**src/rtl/bcd_to_binary.sv**
```systemverilog
// Sequential packed-BCD to unsigned binary converter (reverse double dabble).
// One shift+correct step per clock behind a start/busy/done handshake; an
// invalid digit still takes the full latency but yields 0 with o_invalid set.
module bcd_to_binary #(
  parameter int unsigned NUM_DIGITS = 4,
  parameter int unsigned BIN_WIDTH  = 14
) (
  input  logic                    i_clk,
  input  logic                    i_reset,
  input  logic                    i_start,
  input  logic [4*NUM_DIGITS-1:0] i_bcd_data,
  output logic                    o_busy,
  output logic                    o_done,
  output logic [BIN_WIDTH-1:0]    o_binary_data,
  output logic                    o_invalid
);

  localparam int unsigned SR_W  = 4 * NUM_DIGITS;
  localparam int unsigned CNT_W = (SR_W > 2) ? $clog2(SR_W) : 1;
  localparam logic [CNT_W-1:0] LAST_CNT = CNT_W'(SR_W - 1);

  typedef enum logic [1:0] {
    ST_IDLE  = 2'd0,
    ST_SHIFT = 2'd1,
    ST_DONE  = 2'd2
  } state_t;

  state_t             state_q, state_d;
  logic [SR_W-1:0]    bcd_q, bcd_d;
  logic [SR_W-1:0]    bin_q, bin_d;
  logic [CNT_W-1:0]   cnt_q, cnt_d;
  logic               err_q, err_d;
  logic               busy_d;
  logic               done_d;
  logic [BIN_WIDTH-1:0] result_d;
  logic               invalid_d;
  logic [2*SR_W-1:0]  step_c;

  // True when any packed digit is outside 0..9.
  function automatic logic has_bad_digit(input logic [SR_W-1:0] v);
    logic bad;
    bad = 1'b0;
    for (int unsigned d = 0; d < NUM_DIGITS; d++) begin
      if (v[4*d +: 4] > 4'd9) begin
        bad = 1'b1;
      end
    end
    return bad;
  endfunction

  // One reverse double-dabble step: shift {bcd,bin} right, then take 3 off
  // every BCD digit that landed at 8 or above.
  function automatic logic [2*SR_W-1:0] dabble_step(input logic [SR_W-1:0] bcd,
                                                    input logic [SR_W-1:0] bin);
    logic [2*SR_W-1:0] s;
    logic [3:0]        digit;
    s = {bcd, bin} >> 1;
    for (int unsigned d = 0; d < NUM_DIGITS; d++) begin
      digit = s[SR_W + 4*d +: 4];
      if (digit >= 4'd8) begin
        s[SR_W + 4*d +: 4] = digit - 4'd3;
      end
    end
    return s;
  endfunction

  // Combinational step of the shift/correct datapath.
  assign step_c = dabble_step(bcd_q, bin_q);

  // Next-state, datapath and registered-output logic.
  always_comb begin
    state_d   = state_q;
    bcd_d     = bcd_q;
    bin_d     = bin_q;
    cnt_d     = cnt_q;
    err_d     = err_q;
    busy_d    = o_busy;
    done_d    = 1'b0;
    result_d  = o_binary_data;
    invalid_d = o_invalid;

    unique case (state_q)
      ST_IDLE: begin
        busy_d = 1'b0;
        if (i_start) begin
          bcd_d   = i_bcd_data;
          bin_d   = '0;
          cnt_d   = '0;
          err_d   = has_bad_digit(i_bcd_data);
          busy_d  = 1'b1;
          state_d = ST_SHIFT;
        end
      end
      ST_SHIFT: begin
        busy_d = 1'b1;
        bcd_d  = step_c[2*SR_W-1:SR_W];
        bin_d  = step_c[SR_W-1:0];
        cnt_d  = cnt_q + CNT_W'(1);
        if (cnt_q == LAST_CNT) begin
          state_d = ST_DONE;
        end
      end
      ST_DONE: begin
        busy_d    = 1'b0;
        done_d    = 1'b1;
        result_d  = err_q ? '0 : BIN_WIDTH'(bin_q);
        invalid_d = err_q;
        state_d   = ST_IDLE;
      end
      default: begin
        busy_d  = 1'b0;
        state_d = ST_IDLE;
      end
    endcase
  end

  // State, datapath and output registers; reset aborts any conversion.
  always_ff @(posedge i_clk or posedge i_reset) begin
    if (i_reset) begin
      state_q       <= ST_IDLE;
      bcd_q         <= '0;
      bin_q         <= '0;
      cnt_q         <= '0;
      err_q         <= 1'b0;
      o_busy        <= 1'b0;
      o_done        <= 1'b0;
      o_binary_data <= '0;
      o_invalid     <= 1'b0;
    end else begin
      state_q       <= state_d;
      bcd_q         <= bcd_d;
      bin_q         <= bin_d;
      cnt_q         <= cnt_d;
      err_q         <= err_d;
      o_busy        <= busy_d;
      o_done        <= done_d;
      o_binary_data <= result_d;
      o_invalid     <= invalid_d;
    end
  end

endmodule

```
**config.mk**
```make
export PLATFORM = sky130hd
export DESIGN_NAME = bcd_to_binary
export DESIGN_NICKNAME = d
export VERILOG_FILES = /design/src/rtl/bcd_to_binary.sv
export SDC_FILE = /design/constraint.sdc
export NUM_CORES = 1
export LEC_CHECK = 0
export CAP_MARGIN = 20
export CORE_UTILIZATION = 35
export CTS_CLUSTER_DIAMETER = 100
export CTS_CLUSTER_SIZE = 16
export DETAILED_ROUTE_END_ITERATION = 7
export SYNTH_ARGS = -nofsm -noshare
export SYNTH_HDL_FRONTEND = slang
export SYNTH_SLANG_ARGS = --single-unit
export TNS_END_PERCENT = 20
```
**constraint.sdc**
```tcl
create_clock -name i_clk -period 4.6 [get_ports i_clk]
set_input_delay 0.92 -clock i_clk [delete_from_list [all_inputs] [get_ports i_clk]]
set_output_delay 0.92 -clock i_clk [all_outputs]
set_load 0.005 [all_outputs]
```
==> out/results.txt, run 1 <==
Final core occ - 0.443
Depth of the worst register-to-register path - 4
Compound-cell area share of the yosys netlist - 0.179
Leakage - 1.38 nW
GRT Util Overall - 0.141
Vias - 1781
Num CTS Buffers - 5
Internal reg-to-reg setup slack - 2700 ps
Post-synthesis net count - 264
Max-cap viol count - 0
Finished Cell Area - 0.00306 mm^2
Post-synth EDFFs - 0
# fillers - 699
Register area - 0.00140 mm^2
Part of the Yosys area used for sequential elements - 0.549
Minimum clock period - 2330 ps
WL/cell - 13.0 um
Setup crit end - bcd_q[6]
Setup violators final - 0
CP Cell Sequence - clkdlybuf4s50_1 -> nor2b_1 -> mux2i_1 -> mux2i_1
PortBufs - 35
Delay-heaviest family, CP - simple AND/OR/NAND/NOR gates
Setup Crit Path Kind - primary input to flop
Stages on the worst setup path - 4
Number of global-route vias before repair - 1765
Post-synth cell types - 31
Remaining antenna violation count - 0
Ant diodes - 0
Ys async rst share - 1.00
Crit-path max cell delay - 690 ps
Post-CTS Repair Setup Buffers - 0
Critical path buffer and inverter count - 1
Synth Area in Adders - 0.0343
Critical path capture point type - flop
CTS root buffer - clkbuf_8
CTS Sinks - 56
Hold Path Origin - o_binary_data[8]
Pwr Total - 1.82 mW
Post-Route WL - 4.74 mm
Outcome - finished clean
Final #Nets - 295
Synth Area in XOR/XNOR - 0.0206
GR Overflow Total - 0
Cell area after synthesis - 0.00255 mm^2
Worst IR Drop VDD - 0.249 mV
Initial Util - 0.370
Dpl cells - 358
Initial antenna violation count - 0
Final instance count without filler cells - 366
Die width - 87.4 um
Cells after synthesis - 238
Remaining DRCs - 0
Syn avg cell area - 10.7 um^2
R2r endpoint - bcd_q[7]
Core area - 0.00691 mm^2
Slew HR - 0.393
Place WS - 1940 ps
Iter 0 DRT Violations - 33
Global-route wire length before repair - 8.35 mm
Post-layout worst setup margin - 2270 ps
Slowest CP cell - nor2b_1
Die area - 0.00764 mm^2
Critical Path Fanout Max - 10
WP data arrival - 2510 ps
Pwr dens - 595 mW/mm^2
Worst Max-Slew Pin Slew - 911 ps
TNS Setup - 0 ps
Synthesis-to-finish area growth - 19.8%
Hold Crit Class - flop to flop
Synth warnings - 0
Fmax - 429 MHz
Startpoint types - primary input
Tcrit/Tclk final - 0.507
Hpwl dp - 3.20 mm
Simple-gate area share of the yosys netlist - 0.126
Count of final hold-check violations - 0
TritonCTS clock tree - yes
Number of synthesized register bits - 56
Layout Skew - 3.34 ps
Hold Buf Count CTS - 0
Most used cell, CP - mux2i_1
Mux contribution to synthesized area - 0.0441
Vias/cell - 4.87
H-tree Lvls - 2
R2r startpoint - state_q[0]
Clock transition at path regs - 100 ps
Site Rows - 30
RSZ-0062 raised after global routing - false
Clock Latency Late Sink - 310 ps
Post-CTS sizing - 0
Largest family of logic cells by synthesized area - compound AO/OA/AOI/OAI gates
GP Congestion - 0.745
Multi-input gate area - 0.00103 mm^2
Dpl cell area - 0.00297 mm^2
Clock Path Buffers - 2
Share of layout cells above drive strength 1 - 0.0593
Ports - 36
Chip height - 87.4 um
Req. time, crit path - 4780 ps
Top FF cell, synth - dfrtp_1
Critical path origin - i_start
Drt pass-1 iters - 4
Pin count of the biggest net entering global routing - 33
Worst Hold Slack - 484 ps
Count of pins over their slew limit - 0
-- layer usage --
| layer | share of wire | global-route usage |
|---|---|---|
| met4 | 0.0084 | 0.0447 |
| met2 | 0.46 | 0.224 |
| met5 | 0 | 0 |
| met1 | 0.50 | 0.191 |
| met3 | 0.040 | 0.0303 |
-- tightest hold or removal path, delay by kind of cell, from the launching register on --
family / cells / cell delay, ps
flops: 1 / 350
simple gates: 1 / 40
compound gates: 1 / 60
-- synthesized netlist by cell type (5+ instances only) --
master / n / share of area
ha_1: 7 / 0.034
buf_2: 9 / 0.018
dfrtp_1: 56 / 0.55
inv_1: 11 / 0.016
a22o_1: 17 / 0.058
nand2_1: 37 / 0.054
mux2i_1: 9 / 0.035
a31oi_1: 6 / 0.015
nand2b_1: 18 / 0.044
a21oi_1: 5 / 0.0098
o22a_1: 6 / 0.021
o21ai_0: 19 / 0.037
-- area by class of cell --
type,count,area share
clock buffers,5,0.0225
flip-flops and latches,56,0.458
inverters,11,0.0135
repair buffers,38,0.122
clock inverters,3,0.00736
well taps,96,0.0393
multi-input cells,157,0.337
-- logic make-up after synthesis --
kind of cell | count (synthesis)
buf+inv | 25
fa+ha+maj | 7
flops | 56
simple gates | 68
mux | 11
xor+xnor | 6
compound gates | 65
-- state kept, by name, indices dropped and copies added (netlist names) --
name,flops
o_invalid,1
cnt_q,4
bin_q,16
state_q,2
o_done,1
o_busy,1
err_q,1
o_binary_data,14
bcd_q,16
-- worst min path at each step --
stage,to,slack (ps),cells after the start
CTS,o_binary_data[8],490,2
floorplan,bcd_q[0],460,2
global placement,o_binary_data[8],460,2
detailed placement,o_binary_data[8],470,2
finish,o_binary_data[8],480,2
global route,o_binary_data[7],520,2
-- power breakdown --
part / switching [mW] / leakage [nW] / internal (mW)
sequential: 0.168 / 0.719 / 0.666
clock: 0.169 / 0.0485 / 0.110
combinational: 0.328 / 0.609 / 0.377
total: 0.665 / 1.38 / 1.15
-- cells in the final DEF, fill, tap and decap left out, types with 6 or more instances in the layout --
cell	synthesis	final
a22o_1	17	17
clkdlybuf4s50_1	0	35
o22a_1	6	6
dfrtp_1	56	56
ha_1	7	7
mux2i_1	9	9
inv_1	11	10
nand2b_1	18	18
o21ai_0	19	19
nand2_1	37	37
a31oi_1	6	6
Note: power is estimated with default switching activity, not from simulation.
==> run 2, diff against run 1 <==
==> constraint.sdc (replaced) <==
create_clock -name i_clk -period 2.11 [get_ports i_clk]
set_input_delay 0.422 -clock i_clk [delete_from_list [all_inputs] [get_ports i_clk]]
set_output_delay 0.422 -clock i_clk [all_outputs]
set_load 0.005 [all_outputs]
==> out/results.txt, run 2 (synthesis results as in run 1) <==
Vias - 1769
Critical path buffer and inverter count - 1
Remaining DRCs - 0
TNS Setup - 0 ps
WL/cell - 12.8 um
Internal reg-to-reg setup slack - 610 ps
Seq pwr share - 0.443
PortBufs - 35
Req. time, crit path - 1690 ps
Synthesis-to-finish area growth - 22.4%
RSZ-0062 raised after global routing - false
Critical Path Fanout Max - 2
Final core occ - 0.453
Place WS - 342 ps
Drt pass-1 iters - 4
CTS Sinks - 56
Layout Skew - 3.96 ps
Outcome - finished clean
Pin count of the biggest net entering global routing - 57
GP Congestion - 0.786
Minimum clock period - 1610 ps
Gate power share - 0.383
Clock Path Buffers - 2
Multi-input gate area - 0.00103 mm^2
NetSw - 1.45 mW
WP data arrival - 1190 ps
Delay-heaviest family, CP - buffers and inverters
Worst IR Drop VDD - 0.500 mV
GRT Util Overall - 0.143
Leakage - 1.40 nW
Top Registers - bcd_q x16, bin_q x16, o_binary_data x14
Site Rows - 30
Die width - 87.4 um
GR Overflow Total - 0
Number of global-route vias before repair - 1736
Share of layout cells above drive strength 1 - 0.0659
Sw Share - 0.352
Post-layout worst setup margin - 498 ps
Crit-path max cell delay - 500 ps
Startpoint types - flop
Core area - 0.00691 mm^2
Count of final hold-check violations - 0
Chip height - 87.4 um
Depth of the worst register-to-register path - 3
# fillers - 713
Die area - 0.00764 mm^2
Count of pins over their slew limit - 0
Clock Latency Late Sink - 310 ps
Hold Buf Count CTS - 0
Post-CTS sizing - 0
Remaining antenna violation count - 0
Initial Util - 0.370
Critical path capture point type - output port
Hold Crit Class - primary input to async pin
Post-CTS Repair Setup Buffers - 0
Max-cap viol count - 0
Slowest CP cell - clkdlybuf4s50_1
Setup Crit Path Kind - flop to output port
Register area - 0.00140 mm^2
Pwr dens - 1320 mW/mm^2
Critical path origin - o_binary_data[13]
Hpwl dp - 3.23 mm
TritonCTS clock tree - yes
CP Cell Sequence - clkdlybuf4s50_1
Iter 0 DRT Violations - 89
H-tree Lvls - 2
Most frequent cells in the layout - 56 x dfrtp_1, 37 x nand2_1, 35 x clkdlybuf4s50_1, 19 x o21ai_0, 18 x nand2b_1
R2r startpoint - state_q[1]
Internal Power - 2.67 mW
Global-route wire length before repair - 8.40 mm
Worst Hold Slack - 457 ps
Num CTS Buffers - 5
Tcrit/Tclk final - 0.764
R2r endpoint - cnt_q[3]
Ports - 36
Final #Nets - 298
Slew HR - 0.558
Setup violators final - 0
Ant diodes - 0
Vias/cell - 4.79
Worst Max-Slew Pin Slew - 663 ps
Pwr Total - 4.12 mW
Fmax - 620 MHz
Leading cell type in the layout, fill and taps excluded - dfrtp_1
Clock transition at path regs - 100 ps
Setup crit end - o_binary_data[13]
Stages on the worst setup path - 1
CTS root buffer - clkbuf_8
Post-Route WL - 4.71 mm
Initial antenna violation count - 0
Clock power frac - 0.174
## run 2: final cells by class
cell class | instances | share of cell area
clock buffers | 6 | 0.0232
inverters | 11 | 0.0132
well taps | 96 | 0.0384
multi-input cells | 157 | 0.330
clock inverters | 2 | 0.0124
repair buffers | 41 | 0.134
flip-flops and latches | 56 | 0.448
## run 2: worst min-delay path by stage
stage	from	to	slack (ps)	cells past startpoint
floorplan	bcd_q[0]	bcd_q[0]	460	2
global placement	o_binary_data[7]	o_binary_data[7]	460	2
detailed placement	o_binary_data[5]	o_binary_data[5]	470	2
CTS	i_reset	cnt_q[0]	480	3
global route	i_reset	bcd_q[11]	510	3
finish	i_reset	bcd_q[11]	460	3
## run 2: metrics by stage
| stage | instances | instance area, um^2 |
|---|---|---|
| after floorplan | 238 | 2550 |
| after global placement | 361 | 3020 |
| after detailed placement | 361 | 3020 |
| after CTS | 369 | 3130 |
| after global routing | 369 | 3130 |
| final | 369 | 3130 |
## run 2: worst register-to-register path, delay by kind of cell (launching register included)
kind,cells,cell delay (ps)
simple gates,2,700
compound gates,1,180
flops,1,530
## run 2: layer usage
metal,track usage,vias up,share of wire
li1,-,883,-
met2,0.213,45,0.43
met4,0.0537,0,0.015
met3,0.0284,7,0.039
met1,0.204,834,0.51
met5,0,-,0
## run 2: power by group through the flow
stage	Sequential, mW	Combinational (mW)	Clock, mW
final	1.83	1.58	0.719
after floorplan	1.73	1.30	0
after global placement	1.85	1.58	0
after detailed placement	1.85	1.60	0
after global routing	1.89	1.78	0.776
after CTS	1.83	1.60	0.734
